--- src/rtl/mem_read_arbiter.sv ---
// mem_read_arbiter
// Buffers matrix A and matrix B read addresses in two address FIFOs and
// issues them to one shared memory read port under round-robin arbitration.
// In-flight reads are tracked in order in a tag FIFO. Each returned beat is
// routed to the A or B operand buffer with a one-cycle valid pulse.
//
// Ports:
//   clk, reset_n          clock, asynchronous active-low reset
//   start_i               new-job pulse: flush address FIFOs, discard in-flight
//   a_fifo_addr/incr/full A address push interface
//   b_fifo_addr/incr/full B address push interface
//   mem_req/addr/gnt      memory read request handshake
//   mem_rvalid/rdata      in-order memory read response
//   a_valid_data/a_rdata  A operand buffer write (valid is a one-cycle pulse)
//   b_valid_data/b_rdata  B operand buffer write (valid is a one-cycle pulse)
//   err_o                 sticky: response arrived with no read outstanding

// Address FIFO used for both the A and B request streams.
// Ports: clk, reset_n, flush_i (empties the FIFO), push_i/addr_i (push side,
// ignored while full or flushing), pop_i (only asserted while non-empty),
// head_o, nempty_o, full_o.
module mra_addr_fifo #(
    parameter int ADDR_WIDTH = 16,
    parameter int FIFO_DEPTH = 8
) (
    input  logic                  clk,
    input  logic                  reset_n,
    input  logic                  flush_i,
    input  logic                  push_i,
    input  logic [ADDR_WIDTH-1:0] addr_i,
    input  logic                  pop_i,
    output logic [ADDR_WIDTH-1:0] head_o,
    output logic                  nempty_o,
    output logic                  full_o
);
    localparam int FPW = $clog2(FIFO_DEPTH);
    localparam int FCW = $clog2(FIFO_DEPTH + 1);
    localparam logic [FPW-1:0] PTR_ONE  = FPW'(32'd1);
    localparam logic [FPW-1:0] PTR_ZERO = FPW'(32'd0);
    localparam logic [FCW-1:0] CNT_ONE  = FCW'(32'd1);
    localparam logic [FCW-1:0] CNT_ZERO = FCW'(32'd0);
    localparam logic [FCW-1:0] CNT_FULL = FCW'(FIFO_DEPTH);

    logic [ADDR_WIDTH-1:0] mem_q [FIFO_DEPTH];
    logic [FPW-1:0]        rd_q, rd_d, wr_q, wr_d;
    logic [FCW-1:0]        cnt_q, cnt_d;
    logic                  push_ok_s;

    // Status flags come straight from the registered count.
    always_comb begin
        full_o    = (cnt_q == CNT_FULL);
        nempty_o  = (cnt_q != CNT_ZERO);
        head_o    = mem_q[rd_q];
        // A push while full is dropped even if a pop frees an entry this cycle.
        push_ok_s = push_i & ~full_o & ~flush_i;
    end

    // Pointer and count next-state; flush wins over everything.
    always_comb begin
        rd_d  = rd_q;
        wr_d  = wr_q;
        cnt_d = cnt_q;
        if (flush_i) begin
            rd_d  = PTR_ZERO;
            wr_d  = PTR_ZERO;
            cnt_d = CNT_ZERO;
        end else begin
            if (push_ok_s) begin
                wr_d = wr_q + PTR_ONE;
            end else begin
                wr_d = wr_q;
            end
            if (pop_i) begin
                rd_d = rd_q + PTR_ONE;
            end else begin
                rd_d = rd_q;
            end
            case ({push_ok_s, pop_i})
                2'b10:   cnt_d = cnt_q + CNT_ONE;
                2'b01:   cnt_d = cnt_q - CNT_ONE;
                default: cnt_d = cnt_q;
            endcase
        end
    end

    // Pointer and count registers.
    always_ff @(posedge clk or negedge reset_n) begin
        if (!reset_n) begin
            rd_q  <= PTR_ZERO;
            wr_q  <= PTR_ZERO;
            cnt_q <= CNT_ZERO;
        end else begin
            rd_q  <= rd_d;
            wr_q  <= wr_d;
            cnt_q <= cnt_d;
        end
    end

    // Entry storage; contents are only observed while the count is non-zero.
    always_ff @(posedge clk) begin
        if (push_ok_s) begin
            mem_q[wr_q] <= addr_i;
        end
    end
endmodule

module mem_read_arbiter #(
    parameter int ADDR_WIDTH           = 16,
    parameter int MEM_DATA_WIDTH_BYTES = 32,
    parameter int FIFO_DEPTH           = 8,
    parameter int MAX_OUTSTANDING      = 4
) (
    input  logic                              clk,
    input  logic                              reset_n,
    input  logic                              start_i,
    input  logic [ADDR_WIDTH-1:0]             a_fifo_addr,
    input  logic                              a_fifo_incr,
    output logic                              a_fifo_full,
    input  logic [ADDR_WIDTH-1:0]             b_fifo_addr,
    input  logic                              b_fifo_incr,
    output logic                              b_fifo_full,
    output logic                              mem_req,
    output logic [ADDR_WIDTH-1:0]             mem_addr,
    input  logic                              mem_gnt,
    input  logic                              mem_rvalid,
    input  logic [8*MEM_DATA_WIDTH_BYTES-1:0] mem_rdata,
    output logic                              a_valid_data,
    output logic [8*MEM_DATA_WIDTH_BYTES-1:0] a_rdata,
    output logic                              b_valid_data,
    output logic [8*MEM_DATA_WIDTH_BYTES-1:0] b_rdata,
    output logic                              err_o
);
    localparam int DW  = 8 * MEM_DATA_WIDTH_BYTES;
    localparam int TPW = (MAX_OUTSTANDING > 1) ? $clog2(MAX_OUTSTANDING) : 1;
    localparam int TCW = $clog2(MAX_OUTSTANDING + 1);
    localparam logic [TPW-1:0] TPTR_ZERO = TPW'(32'd0);
    localparam logic [TPW-1:0] TPTR_ONE  = TPW'(32'd1);
    localparam logic [TPW-1:0] TPTR_LAST = TPW'(MAX_OUTSTANDING - 1);
    localparam logic [TCW-1:0] TCNT_ZERO = TCW'(32'd0);
    localparam logic [TCW-1:0] TCNT_ONE  = TCW'(32'd1);
    localparam logic [TCW-1:0] TCNT_MAX  = TCW'(MAX_OUTSTANDING);
    localparam logic           SRC_A     = 1'b0;
    localparam logic           SRC_B     = 1'b1;

    // Request lock: a request that was not granted keeps its side until granted.
    typedef enum logic [1:0] {
        ARB_FREE   = 2'b00,
        ARB_HOLD_A = 2'b01,
        ARB_HOLD_B = 2'b10
    } arb_state_e;

    arb_state_e            arb_q, arb_d;
    logic                  prio_q, prio_d;
    logic                  sel_s, hs_s;
    logic [ADDR_WIDTH-1:0] a_head_s, b_head_s;
    logic                  a_ne_s, b_ne_s, a_pop_s, b_pop_s;

    logic                  tag_src_q  [MAX_OUTSTANDING];
    logic                  tag_disc_q [MAX_OUTSTANDING];
    logic [TPW-1:0]        tag_rd_q, tag_rd_d, tag_wr_q, tag_wr_d;
    logic [TCW-1:0]        tag_cnt_q, tag_cnt_d;
    logic                  tag_ne_s, rsp_fire_s, rsp_orphan_s;
    logic                  deliver_a_s, deliver_b_s;

    logic                  a_valid_q, b_valid_q, err_q;
    logic [DW-1:0]         a_rdata_q, b_rdata_q;

    // Tag pointers wrap explicitly so a single-entry tag FIFO also works.
    function automatic logic [TPW-1:0] tag_ptr_inc(input logic [TPW-1:0] ptr);
        logic [TPW-1:0] nxt;
        if (ptr == TPTR_LAST) begin
            nxt = TPTR_ZERO;
        end else begin
            nxt = ptr + TPTR_ONE;
        end
        return nxt;
    endfunction

    mra_addr_fifo #(.ADDR_WIDTH(ADDR_WIDTH), .FIFO_DEPTH(FIFO_DEPTH)) u_a_fifo (
        .clk      (clk),
        .reset_n  (reset_n),
        .flush_i  (start_i),
        .push_i   (a_fifo_incr),
        .addr_i   (a_fifo_addr),
        .pop_i    (a_pop_s),
        .head_o   (a_head_s),
        .nempty_o (a_ne_s),
        .full_o   (a_fifo_full)
    );

    mra_addr_fifo #(.ADDR_WIDTH(ADDR_WIDTH), .FIFO_DEPTH(FIFO_DEPTH)) u_b_fifo (
        .clk      (clk),
        .reset_n  (reset_n),
        .flush_i  (start_i),
        .push_i   (b_fifo_incr),
        .addr_i   (b_fifo_addr),
        .pop_i    (b_pop_s),
        .head_o   (b_head_s),
        .nempty_o (b_ne_s),
        .full_o   (b_fifo_full)
    );

    // Arbiter: side selection, request, handshake, lock and pointer next-state.
    always_comb begin
        sel_s    = SRC_A;
        mem_req  = 1'b0;
        mem_addr = {ADDR_WIDTH{1'b0}};
        hs_s     = 1'b0;
        a_pop_s  = 1'b0;
        b_pop_s  = 1'b0;
        arb_d    = arb_q;
        prio_d   = prio_q;

        case (arb_q)
            ARB_HOLD_A: sel_s = SRC_A;
            ARB_HOLD_B: sel_s = SRC_B;
            ARB_FREE: begin
                if (a_ne_s && b_ne_s) begin
                    sel_s = prio_q;
                end else if (b_ne_s) begin
                    sel_s = SRC_B;
                end else begin
                    sel_s = SRC_A;
                end
            end
            default: sel_s = SRC_A;
        endcase

        mem_req = (a_ne_s | b_ne_s) & (tag_cnt_q < TCNT_MAX) & ~start_i;
        // Address is driven only while requesting, so it reads zero when idle.
        if (mem_req) begin
            mem_addr = (sel_s == SRC_B) ? b_head_s : a_head_s;
        end else begin
            mem_addr = {ADDR_WIDTH{1'b0}};
        end

        hs_s    = mem_req & mem_gnt;
        a_pop_s = hs_s & (sel_s == SRC_A);
        b_pop_s = hs_s & (sel_s == SRC_B);

        if (start_i) begin
            arb_d  = ARB_FREE;
            prio_d = SRC_A;
        end else begin
            if (mem_req && !mem_gnt) begin
                arb_d = (sel_s == SRC_B) ? ARB_HOLD_B : ARB_HOLD_A;
            end else begin
                arb_d = ARB_FREE;
            end
            if (hs_s) begin
                prio_d = ~sel_s;
            end else begin
                prio_d = prio_q;
            end
        end
    end

    // Arbiter state registers.
    always_ff @(posedge clk or negedge reset_n) begin
        if (!reset_n) begin
            arb_q  <= ARB_FREE;
            prio_q <= SRC_A;
        end else begin
            arb_q  <= arb_d;
            prio_q <= prio_d;
        end
    end

    // Response routing and tag FIFO pointer next-state.
    always_comb begin
        tag_ne_s     = (tag_cnt_q != TCNT_ZERO);
        rsp_fire_s   = mem_rvalid & tag_ne_s;
        rsp_orphan_s = mem_rvalid & ~tag_ne_s;
        // Data is dropped when its tag was marked discard or start_i is high now.
        deliver_a_s  = rsp_fire_s & ~tag_disc_q[tag_rd_q] & ~start_i &
                       (tag_src_q[tag_rd_q] == SRC_A);
        deliver_b_s  = rsp_fire_s & ~tag_disc_q[tag_rd_q] & ~start_i &
                       (tag_src_q[tag_rd_q] == SRC_B);
        tag_rd_d     = tag_rd_q;
        tag_wr_d     = tag_wr_q;
        tag_cnt_d    = tag_cnt_q;

        if (rsp_fire_s) begin
            tag_rd_d = tag_ptr_inc(tag_rd_q);
        end else begin
            tag_rd_d = tag_rd_q;
        end
        if (hs_s) begin
            tag_wr_d = tag_ptr_inc(tag_wr_q);
        end else begin
            tag_wr_d = tag_wr_q;
        end
        case ({hs_s, rsp_fire_s})
            2'b10:   tag_cnt_d = tag_cnt_q + TCNT_ONE;
            2'b01:   tag_cnt_d = tag_cnt_q - TCNT_ONE;
            default: tag_cnt_d = tag_cnt_q;
        endcase
    end

    // Tag FIFO pointers and count (the count is the outstanding-read count).
    always_ff @(posedge clk or negedge reset_n) begin
        if (!reset_n) begin
            tag_rd_q  <= TPTR_ZERO;
            tag_wr_q  <= TPTR_ZERO;
            tag_cnt_q <= TCNT_ZERO;
        end else begin
            tag_rd_q  <= tag_rd_d;
            tag_wr_q  <= tag_wr_d;
            tag_cnt_q <= tag_cnt_d;
        end
    end

    // Tag storage; start_i marks every stored tag as discard. A handshake
    // cannot coincide with start_i because mem_req is forced low then.
    always_ff @(posedge clk or negedge reset_n) begin
        if (!reset_n) begin
            for (int i = 0; i < MAX_OUTSTANDING; i++) begin
                tag_src_q[i]  <= 1'b0;
                tag_disc_q[i] <= 1'b0;
            end
        end else begin
            if (start_i) begin
                for (int i = 0; i < MAX_OUTSTANDING; i++) begin
                    tag_disc_q[i] <= 1'b1;
                end
            end
            if (hs_s) begin
                tag_src_q[tag_wr_q]  <= sel_s;
                tag_disc_q[tag_wr_q] <= 1'b0;
            end
        end
    end

    // Registered operand outputs and sticky error flag.
    always_ff @(posedge clk or negedge reset_n) begin
        if (!reset_n) begin
            a_valid_q <= 1'b0;
            b_valid_q <= 1'b0;
            a_rdata_q <= {DW{1'b0}};
            b_rdata_q <= {DW{1'b0}};
            err_q     <= 1'b0;
        end else begin
            a_valid_q <= deliver_a_s;
            b_valid_q <= deliver_b_s;
            if (deliver_a_s) begin
                a_rdata_q <= mem_rdata;
            end
            if (deliver_b_s) begin
                b_rdata_q <= mem_rdata;
            end
            if (rsp_orphan_s) begin
                err_q <= 1'b1;
            end
        end
    end

    assign a_valid_data = a_valid_q;
    assign b_valid_data = b_valid_q;
    assign a_rdata      = a_rdata_q;
    assign b_rdata      = b_rdata_q;
    assign err_o        = err_q;
endmodule
--- config.mk ---
export PLATFORM = sky130hd
export DESIGN_NAME = mem_read_arbiter
export DESIGN_NICKNAME = d
export VERILOG_FILES = /design/src/rtl/mem_read_arbiter.sv
export SDC_FILE = /design/constraint.sdc
export NUM_CORES = 1
export LEC_CHECK = 0
export CORE_AREA = 2 2 319 321
export DETAILED_ROUTE_END_ITERATION = 6
export DIE_AREA = 0 0 321 323
export DONT_BUFFER_PORTS = 1
export PLACE_DENSITY_LB_ADDON = 0.08
export SYNTH_ARGS = -nofsm -noshare
export SYNTH_HDL_FRONTEND = slang
export SYNTH_SLANG_ARGS = --single-unit
--- constraint.sdc ---
create_clock -name clk -period 4.6 [get_ports clk]
set_input_delay 0.92 -clock clk [delete_from_list [all_inputs] [get_ports clk]]
set_output_delay 0.92 -clock clk [all_outputs]
set_load 0.05 [all_outputs]
==> results.md, run 1 <==
* Syn-to-layout area delta at 17.2%
* Register area at 0.0215 sq mm
* Share of layout cells above drive strength 1 at ~43%
* GRT Util Overall at about a fifth
* Critical Path AT at about 3.3 ns
* Number of global-route vias before repair at about 16000
* Yosys warns at 0
* CTS Sinks at approximately 800
* Setup CP Type: flop to output port
* Adder-cell share of the synthesized area at less than 1%
* Pin count of the biggest net entering global routing at roughly 550
* Skew final at 0.0220 ns
* Grt ovf at 0
* Setup TNS Final at 0 ns
* DRC viols at 0
* Leak at around 15 nW
* P per Cell Area at a little over 700 mW/mm^2
* Least-Margin Pin Slew at roughly 1.0 ns
* Mapped Cells at between 1500 and 2000
* Power, Total at between 20 and 30 mW
* Startpoint Class: flop
* Ys flop type: dfrtp_1
* Util after Layout at about 36%
* Fin crit period at 4.18 ns
* GPL Wtd Cong at 0.855
* Number of port buffers at 0
* First-pass GRT wire length at 136 mm
* Root Driver: clkbuf_16
* Multi-input logic area at 0.00910 sq mm
* Via density at between 4 and 5
* # IOs at roughly 830
* Die area at 0.104 sq mm
* Clock-pin slew on the worst setup and hold paths at about 0.060 ns
* Worst hold path class: input port to async pin
* Htree depth at 3
* Synthesized area at around 0.031 sq mm
* CP endpoint kind: output port
* R2R depth at 8
* Starting Density at 30.8%
* Initial DRC Count at 823
* Max-Cap Viols at 0
* WL final at just over 100 mm
* DIE HEIGHT at approximately 320 um
* Placed cells at 3005
* Commonest non-fill, non-tap cell in the layout: dfrtp_1
* Final setup fails at 0
* DP Area at around 0.033 sq mm
* Post-synth EDFFs at ~260
* Design area at between 0.03 and 0.04 sq mm
* Fmax at 0.239 GHz
* Synth unique cells at between 50 and 60
* Simple-gate share of the synthesized area at 2.07%
* VDD IR-drop max at roughly 0.29 mV
* Die X at 321 um
* Ys async rst share at between 60% and 70%
* Seq/Total Area, Yosys at between 60% and 70%
* Setup Fix Bufs, Post-CTS at 0
* Unrepaired setup endpoints after global routing: false
* Mux share of post-synthesis cell area at roughly 24%
* CTS tree: yes
* Initial antenna violation count at 24
* Core box area at between 0.1 and 0.15 sq mm
* Max transition margin at around 30%
* Worst Path Max Fanout at 18
* CTS Buf Count at 94
* Final Hold Viols at 0
* Post-Layout Cell Count at about 3200
* Via count at between 15000 and 20000
* XOR/XNOR Fraction of Synth Area at less than 1%
* Compound-Gate Fraction of Synth Area at between 1.5 and 2%
* Yosys reg bits at roughly 810
* Status: finished clean
* TritonRoute pass-1 iters at 4
* Required time of the critical path at around 3.7 ns
* Max Slew Vio Count at 0
* Dpl hpwl at around 74 mm
* Worst-Skew Late Latency at 0.66 ns
* Syn Area/Cell at about 18 sq um
* Final Cycle Share at approximately nine tenths
* FP Rows at approximately 120
* Filler instances at around 9500
* Largest family of logic cells by synthesized area: multiplexers
* Total Nets Final at 2106
* Bufs on Longest Clock Path at 3
* Wire per inst at 31.4 um
* Net Count, Synth at 2040
* Most frequent cells in the layout: dfrtp_1 (551), mux2_2 (471), edfxtp_1 (256), clkbuf_16 (95), mux4_2 (66)
* DRT antenna net count at 0
[sequential cells by signal, summed over array words and instances, names as in the netlist]
| signal | cells |
|---|---|
| u_a_fifo.mem_q | 128 |
| tag_rd_q | 2 |
| u_b_fifo.cnt_q | 4 |
| tag_disc_q | 4 |
| b_valid_data | 1 |
| arb_q | 2 |
| a_rdata | 256 |
| tag_wr_q | 2 |
| a_valid_data | 1 |
| u_a_fifo.rd_q | 3 |
| u_b_fifo.wr_q | 3 |
| u_b_fifo.mem_q | 128 |
| tag_cnt_q | 3 |
| tag_src_q | 4 |
| u_a_fifo.cnt_q | 4 |
| u_a_fifo.wr_q | 3 |
| prio_q | 1 |
| b_rdata | 256 |
| err_o | 1 |
| u_b_fifo.rd_q | 3 |
[cells in the mapped netlist, drive strengths merged, types with 2 or more instances]
library cell    n  share of area [%]
dfrtp         553                 45
mux2          515                 19
edfxtp        256                 25
buf            73                1.2
mux4           66                4.8
a211oi         32               0.78
nor2           28               0.35
mux2i          21               0.68
nand2          21               0.25
nor2b          20               0.40
clkbuf         19               0.23
nor3           15               0.29
ha             14               0.57
inv            13               0.16
o21ai          13               0.21
xor2            9               0.25
a21oi           6               0.11
nand2b          6               0.12
nand3           6              0.097
o21a            6               0.15
nor4            5               0.16
xnor2           5               0.14
and3            3              0.061
or3             3              0.061
a21o            2              0.048
a221oi          2               0.11
a31oi           2              0.040
nor4b           2               0.10
or4             2              0.061
[routing by layer]
| layer | GRT usage [%] | part of all wire (%) | wire, um |
|---|---|---|---|
| met5 | 0 | 0.11 | 109 |
| met4 | 7.30 | 3.6 | 3590 |
| met3 | 8.46 | 10 | 10200 |
| met2 | 31.8 | 51 | 51200 |
| met1 | 20.4 | 36 | 35900 |
[stage by stage]
stage	setup slack, ns	hold slack, ns
4_1_cts	0.244	-0.105
5_1_grt	0.136	0.0138
2_1_floorplan	0.696	0.444
6_report	0.419	0.0753
3_5_place_dp	1.00	0.472
3_3_place_gp	1.02	0.462
[where the power goes]
group / internal, mW / switching (mW)
Combinational: 1.42 / 1.07
Clock: 4.79 / 3.09
Sequential: 8.87 / 6.94
[timing repair]
item	CTS	global route
endpoints found under the setup margin	0	0
gates resized for setup	0	0
endpoints found under the hold margin	196	25
[critical path, cell delays in order, from the launching register on]
cell and delay [ns]:
dfrtp_2 0.78, buf_4 0.38, mux4_2 0.52, nor2b_1 0.14, a211oi_1 0.41, a211oi_2 0.13
buf_4 0.23
[final cells by class]
| type | instances | share of cell area (%) |
|---|---|---|
| clock buffers | 126 | 7.36 |
| well taps | 1309 | 4.51 |
| inverters | 14 | 0.148 |
| clock inverters | 51 | 1.80 |
| repair buffers | 62 | 1.65 |
| multi-input cells | 815 | 25.1 |
| flip-flops and latches | 809 | 59.3 |
| diodes | 31 | 0.214 |
[logic make-up (layout without fill, tap and decap cells)]
| group | count (synthesis) | after routing |
|---|---|---|
| flops | 809 | 809 |
| fa+ha+maj | 15 | 15 |
| compound gates | 69 | 69 |
| buf+inv | 106 | 253 |
| mux | 602 | 602 |
| other cells | 0 | 31 |
| xor+xnor | 14 | 14 |
| simple gates | 115 | 115 |
[worst paths after layout]
kind | endpoint | start | slack (ns)
worst max register to register | u_a_fifo.cnt_q[3] | u_a_fifo.cnt_q[1] | 1.50
worst min-delay path | a_rdata[89] | reset_n | 0.08
max in group asynchronous | a_rdata[129] | reset_n | 1.84
worst max-delay path | mem_addr[6] | u_a_fifo.rd_q[0] | 0.42
min in group clk | arb_q[0] | mem_gnt | 0.33
worst min register to register | tag_disc_q[0] | tag_disc_q[0] | 0.48
Note: power is estimated with default switching activity, not from simulation.
==> inputs of run 2 (changes only) <==
Settings changed: CORE_AREA 2 2 319 321 to 2 2 320 322, DIE_AREA 0 0 321 323 to 0 0 322 324, SYNTH_HIERARCHICAL set to 1.
==> results.md, run 2 <==
* Synth top area share at 44.3% (-0.34 points)
* Top post-synthesis cells by count: dfrtp_1 (553), mux2_2 (300), edfxtp_1 (256), mux2_1 (254), mux4_2 (66)
* Fmax at 0.238 GHz (-0.38%)
* Syn-to-layout area delta at 15.7%
* Setup TNS Final at 0 ns (unchanged)
* CTS tree: yes
* Syn Area/Cell at 18.0 sq um (+0.41%)
* DRT antenna net count at 0 (unchanged)
* Worst Slack Setup Final at 0.403 ns (-0.0158 ns)
* VDD IR-drop max at 0.414 mV (+44%)
* Fin crit period at 4.20 ns (+0.0158 ns)
* Leak at 15.6 nW (+2.8%)
* Violated checks: slew limit
* Most frequent cells in the layout: dfrtp_1 (551), mux2_2 (300), edfxtp_1 (256), mux2_1 (254), clkbuf_16 (95)
* Max-Cap Viols at 0 (unchanged)
* DRC viols at 0 (unchanged)
* Die area at 0.104 sq mm (+0.62%)
* Final setup fails at 0 (unchanged)
* Wire per inst at 30.6 um (-2.4%)
* Yosys reg bits at 809 (unchanged)
* Starting Density at 30.9% (+0.14 points)
* Yosys top cell by area: dfrtp_1
* Ordered cell list for the critical path: or4_2, nand2b_1, a21o_1, nand3_1, a21oi_1, buf_4
* TritonRoute pass-1 iters at 4 (unchanged)
* Ys async rst share at 68.4% (unchanged)
* Core box area at 0.101 sq mm (+0.29%)
* Synth top area cells: dfrtp_1 (44%), edfxtp_1 (25%), mux2_2 (11%)
* CTS Sinks at 809 (unchanged)
* CP max-delay cell: or4_2
* CTS resizes at 0 (unchanged)
* Setup Fix Bufs, Post-CTS at 0 (unchanged)
* Final Hold Viols at 0 (unchanged)
* Initial antenna violation count at 22 (-8.3%)
* Clock-pin slew on the worst setup and hold paths at 0.06 ns (about the same)
* WL final at 98.2 mm (-2.8%)
* Setup Slack @ Placement at 1.04 ns (+0.0403 ns)
* Synth unique cells at 43 (-20%)
* Die X at 322 um (+0.31%)
* Worst hold path class: input port to async pin
* Root Driver: clkbuf_16
* Commonest non-fill, non-tap cell in the layout: dfrtp_1
* Status: complete, but fails checks
* Top-count cell post-synth: dfrtp_1
* Number of port buffers at 0 (unchanged)
* Synthesized area at 0.0312 sq mm (+0.76%)
* Post-synth EDFFs at 256 (unchanged)
* CTS Buf Count at 94 (unchanged)
* First-pass GRT wire length at 133 mm (-2.2%)
* Seq/Total Area, Yosys at 68.9% (-0.53 points)
* P per Cell Area at 676 mW/mm^2 (-6.1%)
* CP endpoint kind: output port
* Number of global-route vias before repair at 16400 (+1.5%)
* Yosys warns at 6 (+6)
* Grt ovf at 0 (unchanged)
* Via density at 4.94 (+0.62%)
* Required time of the critical path at 3.68 ns (about the same)
* Startpoint Class: flop
* Worst path max stage delay at 0.75 ns (-0.03 ns)
* Largest delay share family, worst path: simple AND/OR/NAND/NOR gates
* FP Rows at 117 (unchanged)
* Net Count, Synth at 2046 (+0.29%)
* Initial DRC Count at 922 (+12%)
* Least-Margin Pin Slew at 2.93 ns (+1.89 ns)
* DIE HEIGHT at 324 um (+0.31%)
* Total Nets Final at 2113 (+0.33%)
* Max Slew Vio Count at 333 (+333)
* Bufs on Longest Clock Path at 3 (unchanged)
* Mapped Cells at 1736 (+0.35%)
* GRT Util Overall at 18.0% (-0.69 points)
* Critical Path AT at 3.28 ns (+0.02 ns)
* Via count at 15800 (+0.28%)
* Share of layout cells above drive strength 1 at 31.8% (-11 points)
* Dpl hpwl at 70.0 mm (-5.5%)
* # IOs at 829 (unchanged)
* GPL Wtd Cong at 0.813 (-4.9%)
* Final Cycle Share at 91.2% (+0.34 points)
* Htree depth at 3 (unchanged)
* Worst Path Max Fanout at 16 (-2)
* Crit path buffers/inverters at 1 (-1)
* Worst-Skew Late Latency at 0.66 ns (about the same)
* Max transition margin at -95.4% (-130 points)
* Setup CP Type: flop to output port
* Pin count of the biggest net entering global routing at 554 (unchanged)
* Ys flop type: dfrtp_1
* Unrepaired setup endpoints after global routing: false
* Skew final at 0.0265 ns (+0.00454 ns)
run 2: worst paths after layout:
kind,from,end,depth (start not counted),slack (ns)
setup / recovery,u_a_fifo/cnt_q[1],mem_addr[1],6,0.40
hold / removal,reset_n,a_rdata[85],0,0.11
setup reg to reg,u_a_fifo/cnt_q[1],u_a_fifo/cnt_q[3],12,1.07
hold reg to reg,tag_disc_q[0],tag_disc_q[0],1,0.48
max in group asynchronous,reset_n,a_rdata[33],0,2.34
min in group clk,start_i,u_a_fifo/rd_q[2],1,0.33
run 2: layout make-up:
| cell class | count | area [sq um] |
|---|---|---|
| diodes | 14 | 35.0 |
| clock buffers | 122 | 2610 |
| flip-flops and latches | 809 | 21500 |
| fillers | 9478 | 64900 |
| well taps | 1309 | 1640 |
| repair buffers | 59 | 543 |
| multi-input cells | 828 | 9140 |
| inverters | 11 | 41.3 |
| clock inverters | 54 | 608 |
run 2: per-layer routing:
layer / vias to the layer above / share of wire (%) / global-route usage [%]
met2: 555 / 52 / 31.8
met3: 115 / 10 / 7.68
li1: 6596 / - / -
met5: - / 0.10 / 0
met1: 8563 / 36 / 19.9
met4: 14 / 2.3 / 4.61
run 2: logic make-up (layout without fill, tap and decap cells):
| family | count (synthesis) | in the layout | synth area share, % |
|---|---|---|---|
| mux | 627 | 627 | 25.0 |
| flops | 809 | 809 | 68.9 |
| simple gates | 113 | 113 | 2.00 |
| other cells | 0 | 14 | 0 |
| fa+ha+maj | 15 | 15 | 0.625 |
| xor+xnor | 21 | 21 | 0.637 |
| compound gates | 52 | 52 | 0.945 |
| buf+inv | 99 | 246 | 1.92 |
run 2: through the flow:
stage                     area, sq um  hold WS [ns]  std cells  utilization (%)  total power, mW
after floorplan                 31200         0.446       1736                -             15.7
after global placement          32800         0.465       3010             32.5             16.9
after detailed placement        32800         0.467       3010             32.5             17.0
after CTS                       36000       -0.0695       3186             35.7             24.8
after global routing            36100       0.00688       3198             35.8             25.4
final                           36100         0.109       3206             35.8             24.4
run 2: power breakdown:
| part | internal, mW | leakage (nW) | switching [mW] |
|---|---|---|---|
| clock | 4.59 | 1.59 | 3.11 |
| combinational | 1.24 | 4.28 | 0.924 |
| sequential | 8.68 | 9.72 | 5.90 |
==> inputs of run 3 (changes only) <==
Settings changed: CORE_AREA 2 2 320 322 to 2 2 319 321, DIE_AREA 0 0 322 324 to 0 0 321 323.
==> results.md, run 3 (synthesized netlist as in run 2, its figures left out) <==
* Status: complete, but fails checks
* Violated checks: slew limit
* Core box area at 0.101 sq mm (-0.29%)
* Design area at 0.0361 sq mm (about the same)
* Skew final at 0.0239 ns (-0.00257 ns)
* Final Cycle Share at 91.4% (+0.15 points)
* Seq pwr share at 59.8% (+0.2 points)
* Least-Margin Pin Slew at 2.19 ns (-0.744 ns)
* CP max-delay cell: or4_2
* DP Area at 0.0328 sq mm (about the same)
* Syn-to-layout area delta at 15.7% (about the same)
* Startpoint Class: flop
* GPL Wtd Cong at 0.862 (+6.1%)
* Max Slew Vio Count at 303 (-9.0%)
* R2R depth at 12 (unchanged)
* Worst path max stage delay at 0.73 ns (-0.02 ns)
* VDD IR-drop max at 0.319 mV (-23%)
* Required time of the critical path at 3.68 ns (about the same)
* GRT Util Overall at 19.0% (+1.0 points)
* Leak at 15.6 nW (-0.18%)
* Met3 usage at 8.98% (+1.3 points)
* WL final at 102 mm (+4.1%)
* Pin count of the biggest net entering global routing at 554 (unchanged)
* Via density at 4.98 (+0.73%)
* Setup CP Type: flop to output port
* Max-Cap Viols at 0 (unchanged)
* DRC viols at 0 (unchanged)
* Global routing usage on met1 at 21.4% (+1.5 points)
* Share of layout cells above drive strength 1 at 31.4% (-0.39 points)
* Wire per inst at 31.9 um (+4.1%)
* CTS Sinks at 809 (unchanged)
* Worst Path Max Fanout at 16 (unchanged)
* Final Hold Viols at 0 (unchanged)
* Commonest non-fill, non-tap cell in the layout: dfrtp_1
* Max transition margin at -45.8% (+50 points)
* Bufs on Longest Clock Path at 3 (unchanged)
* Placed cells at 3006 (-0.13%)
* Most frequent cells in the layout: dfrtp_1 (551), mux2_2 (300), edfxtp_1 (256), mux2_1 (254), clkbuf_16 (98)
* Clock-pin slew on the worst setup and hold paths at 0.05 ns (about the same)
* Root Driver: clkbuf_16
* Worst-Skew Late Latency at 0.67 ns (about the same)
* Final setup fails at 0 (unchanged)
* DRT antenna net count at 0 (unchanged)
* Number of port buffers at 0 (unchanged)
* CP endpoint kind: output port
* Post-Layout Cell Count at 3205 (-0.031%)
* Total Nets Final at 2109 (-0.19%)
* Unrepaired setup endpoints after global routing: false
* Clock Power Share at 31.2% (-0.3 points)
* CTS Buf Count at 97 (+3.2%)
* Busiest grt layer: met2
* Fin Hold WS at 0.0955 ns (-0.0137 ns)
* Setup TNS Final at 0 ns (unchanged)
* Ordered cell list for the critical path: or4_2, nand2b_1, a21o_1, nand3_1, a21oi_1, buf_4
* Switch share at 40.8% (+0.18 points)
* GR Util met2 at 32.3% (+0.52 points)
* Via count at 16000 (+0.70%)
* Critical Path AT at 3.28 ns (about the same)
* CTS resizes at 0 (unchanged)
* Die area at 0.104 sq mm (-0.62%)
* Grt ovf at 0 (unchanged)
* Comb power frac at 9.0% (+0.2 points)
* Htree depth at 3 (unchanged)
* DIE HEIGHT at 323 um (-0.31%)
* Util after Layout at 35.9% (+0.090 points)
* Setup Fix Bufs, Post-CTS at 0 (unchanged)
* Initial antenna violation count at 24 (+9.1%)
* FP Rows at 117 (unchanged)
* TritonRoute pass-1 iters at 5 (+1)
* P per Cell Area at 677 mW/mm^2 (about the same)
* Number of global-route vias before repair at 16200 (-1.3%)
* Fin crit period at 4.20 ns (+0.00710 ns)
* Initial DRC Count at 941 (+2.1%)
* # IOs at 829 (unchanged)
* Int Pwr at 14.5 mW (-0.31%)
* Die X at 321 um (-0.31%)
* Fmax at 0.238 GHz (-0.17%)
* Dpl hpwl at 73.9 mm (+5.6%)
* First-pass GRT wire length at 138 mm (+3.4%)
* Worst hold path class: input port to async pin
* Starting Density at 31.0% (+0.090 points)
* CTS tree: yes
* Psw at 9.98 mW (+0.44%)
## run 3: through the flow
stage / setup WS [ns] / total power [mW]
after floorplan: 1.01 / 15.7
after global placement: 1.12 / 17.0
after detailed placement: 1.07 / 17.0
after CTS: 0.315 / 24.8
after global routing: 0.235 / 25.3
final: 0.396 / 24.4
## run 3: power groups by stage
stage	registers, mW	clock network (mW)	logic (mW)
6_report	14.6	7.63	2.20
2_1_floorplan	13.9	0	1.80
3_3_place_gp	14.8	0	2.12
4_1_cts	14.7	7.88	2.21
3_5_place_dp	14.8	0	2.20
5_1_grt	14.8	8.15	2.42
## run 3: path summary, 6_finish.rpt
check                                  startpoint           endpoint  slack (ns)
worst min-delay path                      reset_n       b_rdata[113]         0.1
max in group asynchronous                 reset_n        b_rdata[33]        2.90
worst max register to register  u_a_fifo/cnt_q[1]  u_a_fifo/cnt_q[3]        1.09
worst min register to register      tag_disc_q[0]      tag_disc_q[0]        0.49
min in group clk                          mem_gnt           arb_q[1]        0.33
worst max-delay path            u_a_fifo/cnt_q[1]        mem_addr[2]        0.40
## run 3: metal layers
| metal | share of wire, % | wire length [um] |
|---|---|---|
| met5 | 0.13 | 133 |
| met4 | 2.3 | 2360 |
| met3 | 10 | 10600 |
| met2 | 50 | 51500 |
| met1 | 37 | 37600 |
## run 3: layout make-up
cell class              instances  area (sq um)
diodes                         18          45.0
clock buffers                 132          2720
clock inverters                46           474
fillers                      9468         64600
inverters                      11          41.3
multi-input cells             828          9140
flip-flops and latches        809         21500
well taps                    1309          1640
repair buffers                 52           546
## run 3: critical path: cells and delay by family (launching register included)
family          cells  cell delay, ns
simple gates        3            1.03
flops               1            0.45
compound gates      2            0.90
buf+inv             1            0.25
